`src/rtl/rf_pkg.sv`:
```
// Shared register-file types: default id/data widths and the port arbiter state.
// Latency: n/a (types and constants only).
// Backpressure: n/a.
package rf_pkg;

  localparam int RF_REG_ID_LEN = 4;
  localparam int RF_REG_SIZE   = 64;

  typedef enum logic {
    ARB    = 1'b0,
    LOCKED = 1'b1
  } arb_state_t;

endpackage

```
`src/rtl/rr_pick.sv`:
```
// Round-robin picker: first valid requester searching from ptr upward, modulo N.
// Latency: combinational.
// Backpressure: none; grant is one-hot or zero, any_o flags a grant.
module rr_pick #(
  parameter int N = 3,
  parameter int W = (N > 1) ? $clog2(N) : 1
) (
  input  logic [N-1:0] valid_i,
  input  logic [W-1:0] ptr_i,
  output logic [N-1:0] grant_o,
  output logic [W-1:0] idx_o,
  output logic         any_o
);

  // Walk the ring starting at ptr_i and stop at the first valid entry.
  always_comb begin
    grant_o = '0;
    idx_o   = '0;
    any_o   = 1'b0;
    for (int off = 0; off < N; off++) begin
      if (!any_o && valid_i[(int'(ptr_i) + off) % N]) begin
        any_o                              = 1'b1;
        grant_o[(int'(ptr_i) + off) % N]   = 1'b1;
        idx_o                              = W'((int'(ptr_i) + off) % N);
      end
    end
  end

endmodule

```
`src/rtl/rf_port_arbiter.sv`:
```
// Shares one single-port register file among NREQ requesters, round-robin with optional lock.
// Latency: grant and file access same cycle; read response registered, one cycle later.
// Backpressure: valid/ready; at most one req_ready per cycle, none while in reset.
module rf_port_arbiter
  import rf_pkg::*;
#(
  parameter int REG_ID_LEN = RF_REG_ID_LEN,
  parameter int REG_SIZE   = RF_REG_SIZE,
  parameter int NREQ       = 3
) (
  input  logic                       clk,
  input  logic                       rst_n,
  input  logic [NREQ-1:0]            req_valid,
  input  logic [NREQ-1:0]            req_write,
  input  logic [NREQ-1:0]            req_lock,
  input  logic [NREQ*REG_ID_LEN-1:0] req_id,
  input  logic [NREQ*REG_SIZE-1:0]   req_wdata,
  output logic [NREQ-1:0]            req_ready,
  output logic [NREQ-1:0]            rsp_valid,
  output logic [REG_SIZE-1:0]        rsp_data,
  output logic [REG_ID_LEN-1:0]      rf_id,
  output logic                       rf_write,
  output logic [REG_SIZE-1:0]        rf_value,
  output logic                       rf_read,
  input  logic [REG_SIZE-1:0]        rf_out
);

  localparam int PW = $clog2(NREQ);

  arb_state_t          state_q, state_d;
  logic [PW-1:0]       rr_ptr_q, rr_ptr_d;
  logic [PW-1:0]       owner_q, owner_d;
  logic [NREQ-1:0]     rsp_valid_q, rsp_valid_d;
  logic [REG_SIZE-1:0] rsp_data_q, rsp_data_d;

  logic [NREQ-1:0]     pick_gnt;
  logic [PW-1:0]       pick_idx;
  logic                pick_any;

  logic                owner_hold;
  logic [NREQ-1:0]     gnt;
  logic [PW-1:0]       gidx;
  logic                gany;

  rr_pick #(.N(NREQ), .W(PW)) u_pick (
    .valid_i (req_valid),
    .ptr_i   (rr_ptr_q),
    .grant_o (pick_gnt),
    .idx_o   (pick_idx),
    .any_o   (pick_any)
  );

  // Grant select: a locked owner that is still requesting wins outright; otherwise
  // round-robin. A locked owner that drops valid releases the lock this same cycle.
  always_comb begin
    owner_hold = (state_q == LOCKED) && req_valid[owner_q];
    gnt        = '0;
    gidx       = '0;
    gany       = 1'b0;
    if (rst_n) begin
      if (owner_hold) begin
        gnt[owner_q] = 1'b1;
        gidx         = owner_q;
        gany         = 1'b1;
      end else begin
        gnt  = pick_gnt;
        gidx = pick_idx;
        gany = pick_any;
      end
    end
  end

  // Register-file port mux driven from the granted requester; all zero when idle.
  always_comb begin
    rf_id    = '0;
    rf_value = '0;
    rf_write = 1'b0;
    rf_read  = 1'b0;
    if (gany) begin
      rf_id    = req_id[int'(gidx)*REG_ID_LEN +: REG_ID_LEN];
      rf_value = req_wdata[int'(gidx)*REG_SIZE +: REG_SIZE];
      rf_write = req_write[gidx];
      rf_read  = ~req_write[gidx];
    end
  end

  // Next state: lock tracking, pointer advance (frozen while the owner keeps the lock),
  // and capture of the combinational file output for a granted read.
  always_comb begin
    state_d     = ARB;
    owner_d     = owner_q;
    rr_ptr_d    = rr_ptr_q;
    rsp_valid_d = '0;
    rsp_data_d  = rsp_data_q;
    if (gany) begin
      if (req_lock[gidx]) begin
        state_d = LOCKED;
        owner_d = gidx;
      end
      if (!(owner_hold && req_lock[gidx])) begin
        rr_ptr_d = (gidx == PW'(NREQ - 1)) ? '0 : gidx + PW'(1);
      end
      if (!req_write[gidx]) begin
        rsp_valid_d = gnt;
        rsp_data_d  = rf_out;
      end
    end
  end

  // State registers with synchronous reset; an in-flight response is dropped by reset.
  always_ff @(posedge clk) begin
    if (!rst_n) begin
      state_q     <= ARB;
      rr_ptr_q    <= '0;
      owner_q     <= '0;
      rsp_valid_q <= '0;
      rsp_data_q  <= '0;
    end else begin
      state_q     <= state_d;
      rr_ptr_q    <= rr_ptr_d;
      owner_q     <= owner_d;
      rsp_valid_q <= rsp_valid_d;
      rsp_data_q  <= rsp_data_d;
    end
  end

  assign req_ready = gnt;
  assign rsp_valid = rsp_valid_q;
  assign rsp_data  = rsp_data_q;

endmodule

```
`config.mk`:
```
export PLATFORM = sky130hd
export DESIGN_NAME = rf_port_arbiter
export DESIGN_NICKNAME = d
export VERILOG_FILES = /design/src/rtl/rf_pkg.sv /design/src/rtl/rr_pick.sv /design/src/rtl/rf_port_arbiter.sv
export SDC_FILE = /design/constraint.sdc
export NUM_CORES = 1
export LEC_CHECK = 0
export BUFFER_PORTS_ARGS = -buffer_cell sky130_fd_sc_hd__buf_2
export CORE_AREA = 5 5 160 162
export DETAILED_ROUTE_END_ITERATION = 7
export DIE_AREA = 0 0 165 167
export HOLD_SLACK_MARGIN = 0.15
export REMOVE_ABC_BUFFERS = 1
export SYNTH_ARGS = -nofsm -noshare
export SYNTH_HDL_FRONTEND = slang
export SYNTH_SLANG_ARGS = --single-unit
```
`constraint.sdc`:
```
create_clock -name clk -period 3.3 [get_ports clk]
set_input_delay 0.66 -clock clk [delete_from_list [all_inputs] [get_ports clk]]
set_output_delay 0.66 -clock clk [all_outputs]
set_load 0.005 [all_outputs]
```
* Yosys cells after proc, flatten, opt, wreduce, memory -nomap -nowiden
Cells that the tools add are included.
** Storage, ports and cells
- Register bits :: 72
- Output and inout bits :: 140
- Logic and storage cells :: 88
** Cells by class
- Add/subtract/negate cells :: 3
- Divide/modulo/power cells :: 3
- $lt $le $gt $ge :: 9
- Eq/ne operators :: 1
- Shifts and indexed selects :: 2
- Multiplexer cells :: 44
- Bitwise gates (word level) :: 6
- Reductions and logical operators :: 15
** Operators by type and width (number)
- 192-bit by 9-bit variable part select with 64-bit output :: 1
- 32-bit by 1-bit >= comparator with 1-bit output (second input constant) :: 3
- 32-bit by 4-bit < comparator with 1-bit output (second input constant) :: 3
- 32-bit by 3-bit remainder unit with 32-bit output (second input constant) :: 2
- 64-bit 2-to-1 mux :: 1
- 3-bit by 3-bit remainder unit with 32-bit output (second input constant) :: 1
- 1-bit 2-to-1 mux :: 21
- 3-bit 2-to-1 mux :: 5
- 1-bit binary-select mux with 2-bit select :: 6
- 2-bit 2-to-1 mux :: 6
- 12-bit by 5-bit variable part select with 4-bit output :: 1
- 1-bit demux with 2-bit select :: 4
- 1-bit logical AND :: 8
- 2-bit AND reduction :: 4
- 2-bit by 3-bit < comparator with 1-bit output (second input constant) :: 2
- 3-bit bitwise OR :: 2
- 4-bit 2-to-1 mux :: 1
- 1-bit NOT :: 4
- 2-bit by 1-bit adder with 3-bit output (second input constant) :: 1
- 2-bit by 2-bit adder with 3-bit output (second input constant) :: 1
- 3-bit OR reduction :: 1
- 2-bit by 1-bit adder with 2-bit output (second input constant) :: 1
- 2-bit equality test (second input constant) :: 1
- 2-bit by 1-bit >= comparator with 1-bit output (second input constant) :: 1
- 1-bit zero test :: 2

* Longest topological paths before layout
- Depth after elaboration :: 18
- Mapped depth :: 12
- Gate-level depth less buffers :: 8

* Cells and area by module
From an unflattened synthesis, not the netlist that was laid out.
** Unflattened totals
- Cells, all modules :: 770
- Area total of the unflattened synthesis :: 5009.8 um^2
** By module, submodules not included
- rf_port_arbiter :: times used 1, cells each 718, area an instance 4628.2 um^2, sequential area each 1441.4 um^2
- rr_pick :: times used 1, cells each 52, area an instance 381.6 um^2, sequential area each 0.0 um^2

* Worst setup path before layout
Ideal clock, no wire load.
- Path kind :: register to output
- From :: register rr_ptr_q[0]
- To :: output port rf_read
- Arrival :: 2410 ps
- Data required time :: 2640 ps
- Path slack :: 230 ps
- Cell stages (with the launch flop) :: 13
- Path buffers :: 4
- Cell sequence :: dfxtp_1 -> inv_1 -> ha_1 -> buf_2 -> or3b_1 -> o31a_1 -> a31o_1 -> a221oi_2 -> o21bai_1 -> buf_2 -> buf_6 -> buf_6 -> inv_1
** On the way
- Word-level cells in the longest chain between the ends :: 17
** RTL lines
- from (decl) :: line rf_port_arbiter.sv:31 : logic [PW-1:0] rr_ptr_q, rr_ptr_d;
- from (signal assigned) :: line rf_port_arbiter.sv:120 : rr_ptr_q <= rr_ptr_d;
- parallel branches: the longest is 16 deep, another holds 32-bit by 3-bit remainder unit with 32-bit output
- 1-bit 2-to-1 mux (*) :: line rf_port_arbiter.sv:79 : if (gany) begin
- to (decl) :: line rf_port_arbiter.sv:24 : output logic rf_read,
Mark *: on every way between the ends. The select of a mux whose other input is x is not followed.

* Final worst setup path
- From :: register rr_ptr_q[0]
- To :: output port rf_value[27]
** On the way
- Word-level cells in the longest chain between the ends :: 15
** RTL lines
- parallel branches: the longest is 14 deep, another holds 32-bit by 3-bit remainder unit with 32-bit output
- 64-bit 2-to-1 mux (*) :: line rf_port_arbiter.sv:79
- to (decl) :: line rf_port_arbiter.sv:23 : output logic [REG_SIZE-1:0] rf_value,
Marked as above.

==> impl_metrics.csv <==
group,metric,value,unit
routing,wl,27000,microns
place,dp_hpwl,21100,microns
cells_and_area,finalNetCount,1368,
floorplanning,dieArea,27600,sq um
pwr,p_leak,4.88,nW
setup_path,cp.arrival,2.67,ns
timing,finalSetupTns,-0.0592,ns
pwr,finalPower,4.59,mW
place,placed_area,7720,sq um
setup_path,path_max_fanout,6,
routing,drt_iter0_drc,298,
run_status,status,"complete, but fails checks",
yosys,synth_top_area_share,29.4,%
timing,fin_skew,0.0132,ns
timing,rsz0062_at_grt,"yes",
yosys,synth_area_leaders,"dfxtp_1, mux2i_1, a211oi_1",
yosys,synth_common_cells,"mux2i_1, nor2_1, nand2_1",
cells_and_area,syn_to_final_growth,86.9,%
routing,dr_total_vias,6245,
setup_path,reg2reg_to,"rsp_data[54]",
routing,drt-vias-per-instance,4.41,
floorplanning,die_h,167,microns
yosys,yosys_warnings,0,
global_routing,antenna_found_initial,9,
place,pre_cts_ws,-0.0699,ns
yosys,synth_seq_area_share,29.4,%
timing,layout_setup_ws,-0.0331,ns
global_routing,overflow,0,
setup_path,cp.required,2.64,ns
floorplanning,rows,57,
floorplanning,core,24000,sq um
floorplanning,die_w,165,microns
yosys,syn_inst,622,
global_routing,grt_pass1_wl,38000,microns
timing,setup_viol,4,
cells_and_area,fin_area,9150,sq um
clock_network,clk_pin_slew,0.07,ns
yosys,synth_edf_count,0,
pwr,peakVddDrop,0.000258,V
routing,wl_per_cell,19.1,microns
clock_network,clk_latency,0.33,ns
worst_hold_path,hp-class,"reg -> reg",
global_routing,first_global_vias,6139,
yosys,synth_cell_types,42,
run_status,violations,"negative setup slack",
worst_hold_path,min_path_cells,2,
floorplanning,initial_core_util,20.4,%
pwr,p_per_area,501,nW/um^2
routing,ant_nets,0,
global_routing,grt_usage,18.2,%
setup_path,critPathKind,"reg -> out",
setup_path,rr_worst_depth,11,
timing,fin_crit,3.33,ns
cells_and_area,layout-drive-gt1-share,56.1,%
setup_path,crit_path_start_kind,"flop",
routing,drtPass1Iterations,4,
cells_and_area,final_util,38.2,%
yosys,async_flop_share,0,%
yosys,ys_ff_latch,72,
clock_network,ctsLongestPathBuffers,2,
job,maxCapViolCount,0,
clock_network,holdBufCountCts,0,
floorplanning,io_pins,419,
setup_path,worst_r2r_startpoint,"rr_ptr_q[0]",
worst_hold_path,holdPathEnd,"rsp_data[29]",
timing,hold_violations,0,
timing,worst_slew_pin_slew,0.671,ns
global_routing,grt_max_degree,68,
place,place_congestion,0.885,
yosys,synth_top_area_cell,"dfxtp_1",
routing,drcViolationCount,0,
setup_path,rrSetupSlack,0.58,ns
cells_and_area,fill_cells,2507,
timing,maxSlewViolCount,0,
yosys,yosysMostFrequentCell,"mux2i_1",
yosys,syn_area,4890,sq um
timing,relSlewSlack,55.3,%
clock_network,cts.htree.levels,3,
timing,period_share,101,%
worst_hold_path,min_from,"rsp_data[29]",
yosys,synth-main-ff-cell,"dfxtp_1",
clock_network,cts-root-buf,"clkbuf_16",
timing,clock.fmax,300,MHz
setup_path,end_kind,"primary output",
clock_network,clock_sinks,72,
place,io_buffers,418,
clock_network,cts_tree,"done",
clock_network,numCtsBuffers,9,
yosys,syn_area_per_cell,7.87,sq um
layout by cell type (no fill, tap or decap), types with 13 or more instances in the layout:
cell type / Yosys / layout
a211oi_1: 70 / 36
clkbuf_16: 0 / 13
nand2_1: 76 / 74
mux2i_1: 133 / 107
a211oi_2: 0 / 32
dfxtp_1: 72 / 70
buf_4: 0 / 50
mux2i_2: 0 / 13
mux2i_4: 0 / 13
buf_12: 0 / 14
inv_1: 69 / 67
nor2_1: 80 / 72
buf_2: 17 / 412
registers in the layout, summed over array words and instances, names as in the netlist:
signal / count
state_q: 1
rsp_data: 64
rr_ptr_q: 2
rsp_valid: 3
owner_q: 2
where the power goes:
| part | total (mW) | switching (mW) | internal [mW] |
|---|---|---|---|
| Clock | 1.02 | 0.400 | 0.618 |
| Sequential | 1.12 | 0.0805 | 1.04 |
| Combinational | 2.45 | 1.18 | 1.27 |
| Total | 4.59 | 1.66 | 2.93 |
stage by stage:
| step | hold slack (ns) | cells |
|---|---|---|
| floorplan | 0.454 | 571 |
| global placement | 0.441 | 1368 |
| detailed placement | 0.448 | 1368 |
| CTS | 0.458 | 1405 |
| global route | 0.476 | 1416 |
| finish | 0.455 | 1416 |
layer usage:
metal | vias up | track usage [%] | part of all wire [%]
li1 | 3067 | - | -
met5 | - | 0 | 0.10
met3 | 51 | 4.55 | 7.5
met4 | 4 | 6.58 | 3.5
met1 | 2828 | 21.8 | 40
met2 | 295 | 31.3 | 49
worst max-delay path, stage by stage (launching register included):
cell      delay [ns]
dfxtp_2         0.34
inv_2           0.05
ha_4            0.29
buf_6           0.10
and4bb_2        0.27
nand2b_4        0.08
a31oi_4         0.23
buf_8           0.19
buf_12          0.14
mux2i_4         0.37
a211oi_2        0.12
buf_2           0.14
kinds of logic after synthesis:
logic type                 Yosys count  synth area share, %
DFF                                 72                 29.4
and+or+nand+nor                    183                 15.7
adders and majority gates            4                 1.02
buffers and inverters              120                 10.1
muxes                              134                 27.4
AOI/OAI and AO/OA                  109                 16.3
worst max-delay path by stage:
stage               cells after the start  slack, ns    startpoint            to
floorplan                               7      -4.60   rr_ptr_q[1]      rf_id[0]
global placement                       10      -0.03  req_valid[0]  rf_value[40]
detailed placement                     10      -0.07  req_valid[0]  rf_value[40]
CTS                                    13      -0.03   rr_ptr_q[0]      rf_id[2]
global route                           12      -0.12   rr_ptr_q[0]      rf_id[2]
finish                                 11      -0.03   rr_ptr_q[0]  rf_value[27]
repair_timing:
action,CTS,global route
setup buffers,19,12
resized for setup,70,81
hold endpoints to repair,0,0
gates cloned,5,4
setup endpoints to repair,70,70
pin swaps,22,37
cell type report:
cell class	instances	area, sq um	share of cell area [%]
multi-input combinational	430	3530	38.6
inverter	69	259	2.83
clock buffer	10	239	2.61
timing repair buffer	503	3190	34.9
antenna	2	5.00	0.0547
sequential	72	1450	15.8
clock inverter	6	75.1	0.821
tap	324	405	4.43
Note: power is estimated with default switching activity, not from simulation.
